[src/rtl/alu_pkg.sv]
// Shared definitions for the iterative ALU: opcodes, FSM states and the
// multi-cycle opcode classifier. Honours ALU_DIV_EN (DIVU hardware present).
package alu_pkg;

  localparam logic [2:0] OP_ADD  = 3'b000;
  localparam logic [2:0] OP_SUB  = 3'b001;
  localparam logic [2:0] OP_AND  = 3'b010;
  localparam logic [2:0] OP_OR   = 3'b011;
  localparam logic [2:0] OP_MUL  = 3'b100;
  localparam logic [2:0] OP_SLT  = 3'b101;
  localparam logic [2:0] OP_SLL  = 3'b110;
  localparam logic [2:0] OP_DIVU = 3'b111;

  typedef enum logic [1:0] {
    ST_IDLE = 2'd0,
    ST_ITER = 2'd1,
    ST_DONE = 2'd2
  } state_t;

  // Without divider hardware, DIVU falls through to the one-cycle unknown-op path.
  function automatic logic is_multicycle(input logic [2:0] op);
`ifdef ALU_DIV_EN
    return (op == OP_MUL) || (op == OP_DIVU);
`else
    return (op == OP_MUL);
`endif
  endfunction

endpackage

[src/rtl/iter_muldiv.sv]
// Iterative shift-add multiplier and (with ALU_DIV_EN) restoring unsigned
// divider. One iteration per step; res_next is the value after the current
// step so the top can register the final result on the last step's edge.
module iter_muldiv
  import alu_pkg::*;
#(
  parameter int WIDTH = 32
) (
  input  logic             clk,
  input  logic             rst,
  input  logic             start,
`ifdef ALU_DIV_EN
  input  logic             div_sel,
`endif
  input  logic             step,
  input  logic [WIDTH-1:0] a,
  input  logic [WIDTH-1:0] b,
  output logic             last_iter,
  output logic [WIDTH-1:0] res_next
);

  localparam int SHW = $clog2(WIDTH);
  localparam logic [SHW-1:0] LAST = SHW'(WIDTH - 1);

  // acc: product accumulator / remainder; sh: multiplicand / dividend->quotient;
  // opb: multiplier (shifted right) / divisor (held).
  logic [WIDTH-1:0] acc, sh, opb;
  logic [WIDTH-1:0] acc_nx, sh_nx, opb_nx;
  logic [SHW-1:0]   cnt;

`ifdef ALU_DIV_EN
  logic             mode_div;
  logic [WIDTH:0]   rem_s, diff;
`endif

  assign last_iter = (cnt == LAST);

  // One iteration of whichever algorithm is selected.
  always_comb begin
    acc_nx = opb[0] ? acc + sh : acc;
    sh_nx  = sh << 1;
    opb_nx = opb >> 1;
`ifdef ALU_DIV_EN
    rem_s = {acc, sh[WIDTH-1]};
    diff  = rem_s - {1'b0, opb};
    if (mode_div) begin
      opb_nx = opb;
      // Compare rather than test the borrow so b == 0 always subtracts,
      // giving an all-ones quotient.
      if (rem_s >= {1'b0, opb}) begin
        acc_nx = diff[WIDTH-1:0];
        sh_nx  = {sh[WIDTH-2:0], 1'b1};
      end else begin
        acc_nx = rem_s[WIDTH-1:0];
        sh_nx  = {sh[WIDTH-2:0], 1'b0};
      end
    end
    res_next = mode_div ? sh_nx : acc_nx;
`else
    res_next = acc_nx;
`endif
  end

  // Operand load on start, then one iteration per step.
  always_ff @(posedge clk) begin
    if (rst) begin
      acc <= '0;
      sh  <= '0;
      opb <= '0;
      cnt <= '0;
`ifdef ALU_DIV_EN
      mode_div <= 1'b0;
`endif
    end else if (start) begin
      acc <= '0;
      sh  <= a;
      opb <= b;
      cnt <= '0;
`ifdef ALU_DIV_EN
      mode_div <= div_sel;
`endif
    end else if (step) begin
      acc <= acc_nx;
      sh  <= sh_nx;
      opb <= opb_nx;
      cnt <= last_iter ? '0 : cnt + 1'b1;
    end
  end

endmodule

[src/rtl/iter_alu.sv]
// Registered EX-stage ALU: one-cycle simple ops plus iterative MUL and
// (when ALU_DIV_EN is defined) DIVU behind a valid/ready handshake.
module iter_alu
  import alu_pkg::*;
#(
  parameter int WIDTH = 32
) (
  input  logic             clk,
  input  logic             rst,
  input  logic             in_valid,
  output logic             in_ready,
  input  logic [2:0]       op,
  input  logic [WIDTH-1:0] a,
  input  logic [WIDTH-1:0] b,
  output logic             out_valid,
  output logic [WIDTH-1:0] result,
  output logic             zero,
  output logic             busy
);

  localparam int SHW = $clog2(WIDTH);

  state_t           state, state_nx;
  logic             accept, start, last_iter;
  logic [WIDTH-1:0] simple_res, md_res;

  assign in_ready  = (state == ST_IDLE) || (state == ST_DONE);
  assign accept    = in_valid && in_ready;
  assign start     = accept && is_multicycle(op);
  assign busy      = (state == ST_ITER);
  assign out_valid = (state == ST_DONE);

  iter_muldiv #(.WIDTH(WIDTH)) u_muldiv (
    .clk       (clk),
    .rst       (rst),
    .start     (start),
`ifdef ALU_DIV_EN
    .div_sel   (op == OP_DIVU),
`endif
    .step      (busy),
    .a         (a),
    .b         (b),
    .last_iter (last_iter),
    .res_next  (md_res)
  );

  // Single-cycle operations; anything else (incl. multi-cycle ops) yields 0.
  always_comb begin
    simple_res = '0;
    case (op)
      OP_ADD:  simple_res = a + b;
      OP_SUB:  simple_res = a - b;
      OP_AND:  simple_res = a & b;
      OP_OR:   simple_res = a | b;
      OP_SLT:  simple_res = {{(WIDTH-1){1'b0}}, (a < b)};
      OP_SLL:  simple_res = b << a[SHW-1:0];
      default: simple_res = '0;
    endcase
  end

  // State register.
  always_ff @(posedge clk) begin
    if (rst) state <= ST_IDLE;
    else     state <= state_nx;
  end

  // Next state: DONE accepts exactly like IDLE, ITER runs until last_iter.
  always_comb begin
    state_nx = state;
    case (state)
      ST_IDLE, ST_DONE: begin
        if (accept) state_nx = is_multicycle(op) ? ST_ITER : ST_DONE;
        else        state_nx = ST_IDLE;
      end
      ST_ITER: if (last_iter) state_nx = ST_DONE;
      default: state_nx = ST_IDLE;
    endcase
  end

  // Output registers load only on DONE entry and hold otherwise.
  always_ff @(posedge clk) begin
    if (rst) begin
      result <= '0;
      zero   <= 1'b1;
    end else if (accept && !start) begin
      result <= simple_res;
      zero   <= (simple_res == '0);
    end else if (busy && last_iter) begin
      result <= md_res;
      zero   <= (md_res == '0);
    end
  end

endmodule

[config.mk]
export PLATFORM = sky130hd
export DESIGN_NAME = iter_alu
export DESIGN_NICKNAME = d
export VERILOG_FILES = /design/src/rtl/alu_pkg.sv /design/src/rtl/iter_muldiv.sv /design/src/rtl/iter_alu.sv
export SDC_FILE = /design/constraint.sdc
export NUM_CORES = 1
export LEC_CHECK = 0
export ABC_CLOCK_PERIOD_IN_PS = 5250
export CORE_MARGIN = 3
export CORE_UTILIZATION = 35
export CTS_CLUSTER_SIZE = 20
export DETAILED_ROUTE_END_ITERATION = 8
export GPL_TIMING_DRIVEN = 0
export PLACE_DENSITY = 0.63
export SLEW_MARGIN = 20
export SYNTH_ARGS = -nofsm -noshare
export SYNTH_HDL_FRONTEND = slang
export SYNTH_SLANG_ARGS = --single-unit
[constraint.sdc]
create_clock -name clk -period 5.25 [get_ports clk]
set_input_delay 0.7875 -clock clk [delete_from_list [all_inputs] [get_ports clk]]
set_output_delay 0.7875 -clock clk [all_outputs]
set_load 0.02 [all_outputs]
==> metrics.txt, run 1 <==
status completed; synthesized area 0.0154 mm2; Top-Level Pins approximately 110; # fillers 4559; CP Max Fanout 12; drt drc 0; Die Wd ~220 um; WP data arrival 5490 ps; Fin Clk Skew 6.71 ps; cell accounting for the most synthesized area dfxtp_1; Die Y 216 um; drt pass-1 iters 6; vias in the first global route between 15000 and 20000; Final Hold Fails 0; ys flop type dfxtp_1; Initial Utilization a little over a third; share of the synthesized area in the top cell type 17.7%; post-synthesis register bit count between 100 and 150; Core Footprint around 0.043 mm2; XOR/XNOR Fraction of Synth Area 1.82%; max-cap violations 0; post-synthesis compound-gate area fraction 32.2%; 1st-iter DRT viols 2214; YS warnings 0; routed len/inst 26.2 um; Top Usage Layer GRT met2; CTS Buffer Depth 2; Mapped Cells 2060; Port Buffers 105; EDFF count, synth 0; CP endpoint kind flop; estimated wirelength of the detail-placed design 59800 um; Buf/Inv on CP 3; ys async rst share 0%; cell count after placement 2751; final period utilization 97.7%; pre-CTS WS -1720 ps; Worst-path clk slew 60 ps; Slew headroom 30.1%; FP Rows 76; # setup viols final 0; routed vias/inst around 6.3; # H-tree levels 4; Post-Synth Simple-Gate Area about a fifth; Ant. Diodes 0; pwr dens roughly 210 mW/mm2; total CTS buffers 17; Worst EP required 5610 ps; Mean Syn Cell Area 7.47 um2; RSZ-0062 raised after global routing false; VDD IR max ~0.24 mV; non-filler cells, final 2786; Slew @ Worst Pin 1050 ps; GR Util met1 39.3%; Post-Syn Nets 2279; antenna-violating nets left 0; fin worst setup slack 118 ps; CP Class in -> reg; CTS tree done; met2 global-route usage 49.6%; sequential fraction of the synthesis area ~18%; Adder-Cell Fraction of Synth Area 12.3%; most frequent cells after synthesis nand2_1 (247), nor2_1 (207), a21oi_1 (176); crit-path max cell delay slightly below 600 ps; met3 Use GR under 10%; die area 0.0465 mm2; HP Class reg -> reg; area added between synthesis and finish 17.0%; Hold-fix buffers, CTS 0; synth top area cells dfxtp_1 (18%), ha_1 (12%), nand2_1 (6.0%); initial antenna violation count 0; Worst-Skew Late Latency about 440 ps; routed wire length 73100 um; crit path launch type input port; Critical-path top delay cell clkdlybuf4s50_1; crit path time final 5130 ps; mux contribution to synthesized area about 7.3%; share of cells above drive strength 1 ~8.5%; largest net degree at the start of global routing 17; GP Congestion 0.996; Synth cell types 101; f_max ~200 MHz; grt ovf 0; Tot GR Track Use between 30% and 40%; fin util 41.6%; most frequent cell after synthesis nand2_1; CP cell instances clkdlybuf4s50_1 > clkinv_1 > clkbuf_2 > ha_1 > a211oi_1 > o21ai_2 > a21boi_1 > a311oi_2 > o41ai_2 > mux2_2 > a22oi_1 > nand4_1 > o31ai_2; LEAKAGE roughly 7.0 nW; first-pass GRT wire length 107000 um; main combinational cell family by area after synthesis compound AO/OA/AOI/OAI gates; Final Net Count 2407; routed vias 17500; CTS sink count 136; CTS root buf clkbuf_16; CP delay by family, top compound AO/OA/AOI/OAI gates; max-slew violations 0
[timing repair]
item                       in CTS  in global routing
setup endpoints to repair      17                  4
setup buffers                   1                  4
gates resized for setup        27                 18
pin swaps                       2                  4
[path summary, 6_finish.rpt]
kind	slack, ps	depth (start not counted)	start	endpoint
setup / recovery	120	13	a[1]	zero$_SDFFE_PP1P_
setup reg to reg	670	12	u_muldiv.opb[0]$_SDFFE_PP0P_	zero$_SDFFE_PP1P_
hold / removal	460	2	u_muldiv.opb[3]$_SDFFE_PP0P_	u_muldiv.opb[3]$_SDFFE_PP0P_
hold reg to reg	460	2	u_muldiv.opb[3]$_SDFFE_PP0P_	u_muldiv.opb[3]$_SDFFE_PP0P_
[registers in the layout (all words and copies together), names as in the netlist]
register,cells
state,2
u_muldiv.cnt,5
zero,1
u_muldiv.sh,32
u_muldiv.acc,32
result,32
u_muldiv.opb,32
[where the power goes]
part / leakage, nW / switching, W / internal (W)
Clock: 0.292 / 0.000487 / 0.000769
Combinational: 5.57 / 0.000897 / 0.000497
Sequential: 1.10 / 0.0000467 / 0.00107
[worst min-delay path: cells and delay by family (launching register included)]
kind	cells	cell delay, ps
and+or+nand+nor	1	50
AOI/OAI and AO/OA	1	50
DFF	1	310
[routing by layer]
layer | share of wire, % | vias to the layer above
li1 | - | 7925
met1 | 42 | 8528
met2 | 46 | 936
met3 | 8.1 | 158
met4 | 4.6 | 0
met5 | 0 | -
[logic make-up (layout without fill, tap and decap cells)]
group                    Yosys count  count (layout)
AO/OA/AOI/OAI                    703             703
buffers and inverters            252             393
multiplexers                      86              86
XOR/XNOR                          32              32
adder cells (fa/ha/maj)          149             149
flip-flops                       136             136
AND/OR/NAND/NOR                  702             702
[metrics by stage]
| stage | area [um2] | setup TNS, ps | hold slack [ps] | total power [W] |
|---|---|---|---|---|
| after CTS | 17900 | 0 | 457 | 0.00373 |
| after detailed placement | 17200 | -18990 | 449 | 0.00246 |
| final | 18000 | 0 | 457 | 0.00377 |
| after floorplan | 15400 | 0 | 437 | 0.00194 |
| after global placement | 17200 | -20160 | 443 | 0.00245 |
| after global routing | 18000 | 0 | 469 | 0.00390 |
[cell usage in the layout, fill, tap and decap left out, drive strengths merged, types with 22 or more instances in the layout]
cell type / n
a211oi: 51
a21o: 40
a21oi: 177
a22oi: 44
a311oi: 44
a31oi: 22
buf: 37
clkbuf: 132
clkdlybuf4s50: 104
dfxtp: 136
ha: 146
inv: 102
mux2: 26
mux2i: 42
nand2: 247
nand2b: 24
nand3: 35
nand4: 24
nor2: 208
nor3: 47
o211ai: 25
o21ai: 93
o31ai: 28
xnor2: 23
[final cells by class]
| type | count | area [um2] | area share (%) |
|---|---|---|---|
| repair buffers | 111 | 1100 | 6.10 |
| flip-flops and latches | 136 | 2720 | 15.1 |
| multi-input cells | 1672 | 11700 | 64.9 |
| clock inverters | 12 | 150 | 0.834 |
| well taps | 585 | 732 | 4.06 |
| inverters | 107 | 407 | 2.26 |
| clock buffers | 20 | 457 | 2.54 |
| plain buffers | 143 | 763 | 4.24 |
Power figures use the tool's default switching activity.
==> inputs of run 2 (changes only) <==
--- a/config.mk
+++ b/config.mk
@@ -12,6 +12,7 @@
 export DETAILED_ROUTE_END_ITERATION = 8
 export GPL_TIMING_DRIVEN = 0
 export PLACE_DENSITY = 0.63
+export SETUP_SLACK_MARGIN = 0.2
 export SLEW_MARGIN = 20
 export SYNTH_ARGS = -nofsm -noshare
 export SYNTH_HDL_FRONTEND = slang
==> metrics.txt, run 2 (same netlist as run 1, synthesis figures left out) <==
LEAKAGE 7.01 nW (+0.74%); # setup viols final 0 (unchanged); Worst Hold Depth 2 (unchanged); Cell Int Power 0.00235 W (+0.50%); share of cells above drive strength 1 9.29% (+0.75 points); dpl cell area 0.0172 mm2 (unchanged); Sw Share 38.0% (about the same); initial antenna violation count 0 (unchanged); routed vias/inst 6.30 (about the same); antenna-violating nets left 0 (unchanged); CTS tree done; Final Hold Fails 0 (unchanged); RSZ-0062 raised after global routing false; final period utilization 95.2% (-2.5 points); CP Class in -> reg; Worst-path clk slew 60 ps (about the same); clock share of power 33.1% (-0.2 points); pre-CTS WS -1720 ps (unchanged); VDD IR max 0.243 mV (+0.12%); Worst EP required 5610 ps (about the same); Slew @ Worst Pin 992 ps (-56.0 ps); Reg power frac 29.6% (about the same); CTS sink count 136 (unchanged); # fillers 4543 (-0.35%); WP data arrival 5360 ps (-130 ps); Die Y 216 um (unchanged); Gate power share 37.3% (+0.3 points); total CTS buffers 17 (unchanged); Worst R2R Path Depth 12 (unchanged); WHS Endpoint u_muldiv.opb[2]$_SDFFE_PP0P_; routed wire length 73200 um (+0.22%); drt drc 0 (unchanged); Final Net Count 2412 (+0.21%); Initial Utilization 35.6% (unchanged); CTS root buf clkbuf_16; routed vias 17600 (+0.15%); Ant. Diodes 0 (unchanged); Hold-fix buffers, CTS 0 (unchanged); Finished Cell Area 0.0182 mm2 (+0.84%); f_max 200 MHz (+2.6%); net switching power 0.00144 W (+0.55%); max-slew violations 0 (unchanged); TNS Setup 0 ps (unchanged); worst reg2reg path endpoint zero$_SDFFE_PP1P_; status completed; area added between synthesis and finish 18.0%; hold path start u_muldiv.opb[2]$_SDFFE_PP0P_; CP endpoint kind flop; crit path launch type input port; Tot GR Track Use 30.1% (about the same); routed len/inst 26.2 um (about the same); CP Max Fanout 10 (-2); worst hold margin 457 ps (-0.269 ps); commonest non-fill, non-tap cell in the layout nand2_1; # H-tree levels 4 (unchanged); 1st-iter DRT viols 2266 (+2.3%); grt ovf 0 (unchanged); CTS Buffer Depth 2 (unchanged); largest net degree at the start of global routing 17 (unchanged); pwr dens 209 mW/mm2 (-0.32%); Top-Level Pins 106 (unchanged); most frequent cells in the layout nand2_1 (247), nor2_1 (207), a21oi_1 (176); FP Rows 76 (unchanged); estimated wirelength of the detail-placed design 59800 um (unchanged); crit path time final 5000 ps (-132 ps); area of the multi-input gates 0.0118 mm2 (+0.67%); Core Footprint 0.0433 mm2 (unchanged); drt pass-1 iters 6 (unchanged); Port Buffers 105 (unchanged); fin worst setup slack 251 ps (+132 ps); first-pass GRT wire length 107000 um (+0.14%); Reg2Reg Setup Slack 700 ps (+30 ps); max-cap violations 0 (unchanged); Slew headroom 33.6% (+3.5 points); worst flop-to-flop path startpoint u_muldiv.opb[0]$_SDFFE_PP0P_; Register Area 0.00272 mm2 (unchanged); HP Class reg -> reg; die area 0.0465 mm2 (unchanged); Fin Clk Skew 7.56 ps (+0.850 ps); GP Congestion 0.996 (unchanged); Die Wd 216 um (unchanged); vias in the first global route 16400 (+0.043%); Worst-Skew Late Latency 440 ps (about the same)
-- run 2: changes by cell type in the layout (fill, tap and decap cells not counted), sizes merged --
| cell | change |
|---|---|
| buf | +5 |
| clkdlybuf4s50 | -1 |
| clkinv | -1 |
| clkinvlp | +1 |
| dlygate4sd2 | +1 |
-- run 2: power by group through the flow --
stage | registers (W) | clock network (W) | logic (W)
2_1_floorplan | 0.00114 | 0 | 0.000795
3_3_place_gp | 0.00114 | 0 | 0.00131
3_5_place_dp | 0.00114 | 0 | 0.00132
4_1_cts | 0.00112 | 0.00126 | 0.00135
5_1_grt | 0.00112 | 0.00131 | 0.00149
6_report | 0.00112 | 0.00126 | 0.00141
-- run 2: layout make-up --
type	instances	share of cell area, %
buffer	145	4.46
clock buffer	20	2.51
clock inverter	12	0.827
inverter	107	2.26
multi-input combinational	1672	64.7
sequential	136	15.0
tap	585	4.03
timing repair buffer	114	6.17
-- run 2: worst max path at each step --
stage | startpoint | endpoint | depth (start not counted)
floorplan | a[2] | zero$_SDFFE_PP1P_ | 17
global placement | a[2] | zero$_SDFFE_PP1P_ | 18
detailed placement | a[2] | zero$_SDFFE_PP1P_ | 18
CTS | a[0] | zero$_SDFFE_PP1P_ | 19
global route | op[0] | zero$_SDFFE_PP1P_ | 14
finish | a[0] | zero$_SDFFE_PP1P_ | 20
-- run 2: per-layer routing --
metal	global-route usage [%]	up-vias	part of all wire [%]
met4	12.2	0	4.4
met3	4.76	154	8.2
met1	39.3	8567	41
met2	49.9	904	46
li1	-	7949	-
met5	0	-	0
-- run 2: through the flow --
step | total power (W) | cells | utilization [%]
2_1_floorplan | 0.00194 | 2060 | -
3_3_place_gp | 0.00245 | 2750 | 39.7
3_5_place_dp | 0.00246 | 2751 | 39.7
4_1_cts | 0.00373 | 2784 | 41.6
5_1_grt | 0.00392 | 2791 | 42.0
6_report | 0.00379 | 2791 | 42.0
-- run 2: what timing repair did --
action                     4_1_cts  5_1_grt
setup endpoints to repair       24        4
pin swaps                        5       10
buffers inserted                 1        7
resized for setup               44       31
-- run 2: worst max-delay path, stage by stage --
cell and delay, ps:
clkdlybuf4s50_1 500, buf_6 130, buf_8 140, buf_12 150
buf_12 150, inv_1 90, ha_4 200, fa_2 380
nor2_4 140, o311ai_2 130, a2111oi_4 530, buf_4 230
o211ai_1 100, o211ai_1 150, xnor2_1 90, a21oi_1 460
nand4_1 230, nor4_4 410, nand4_1 150, o31ai_2 200
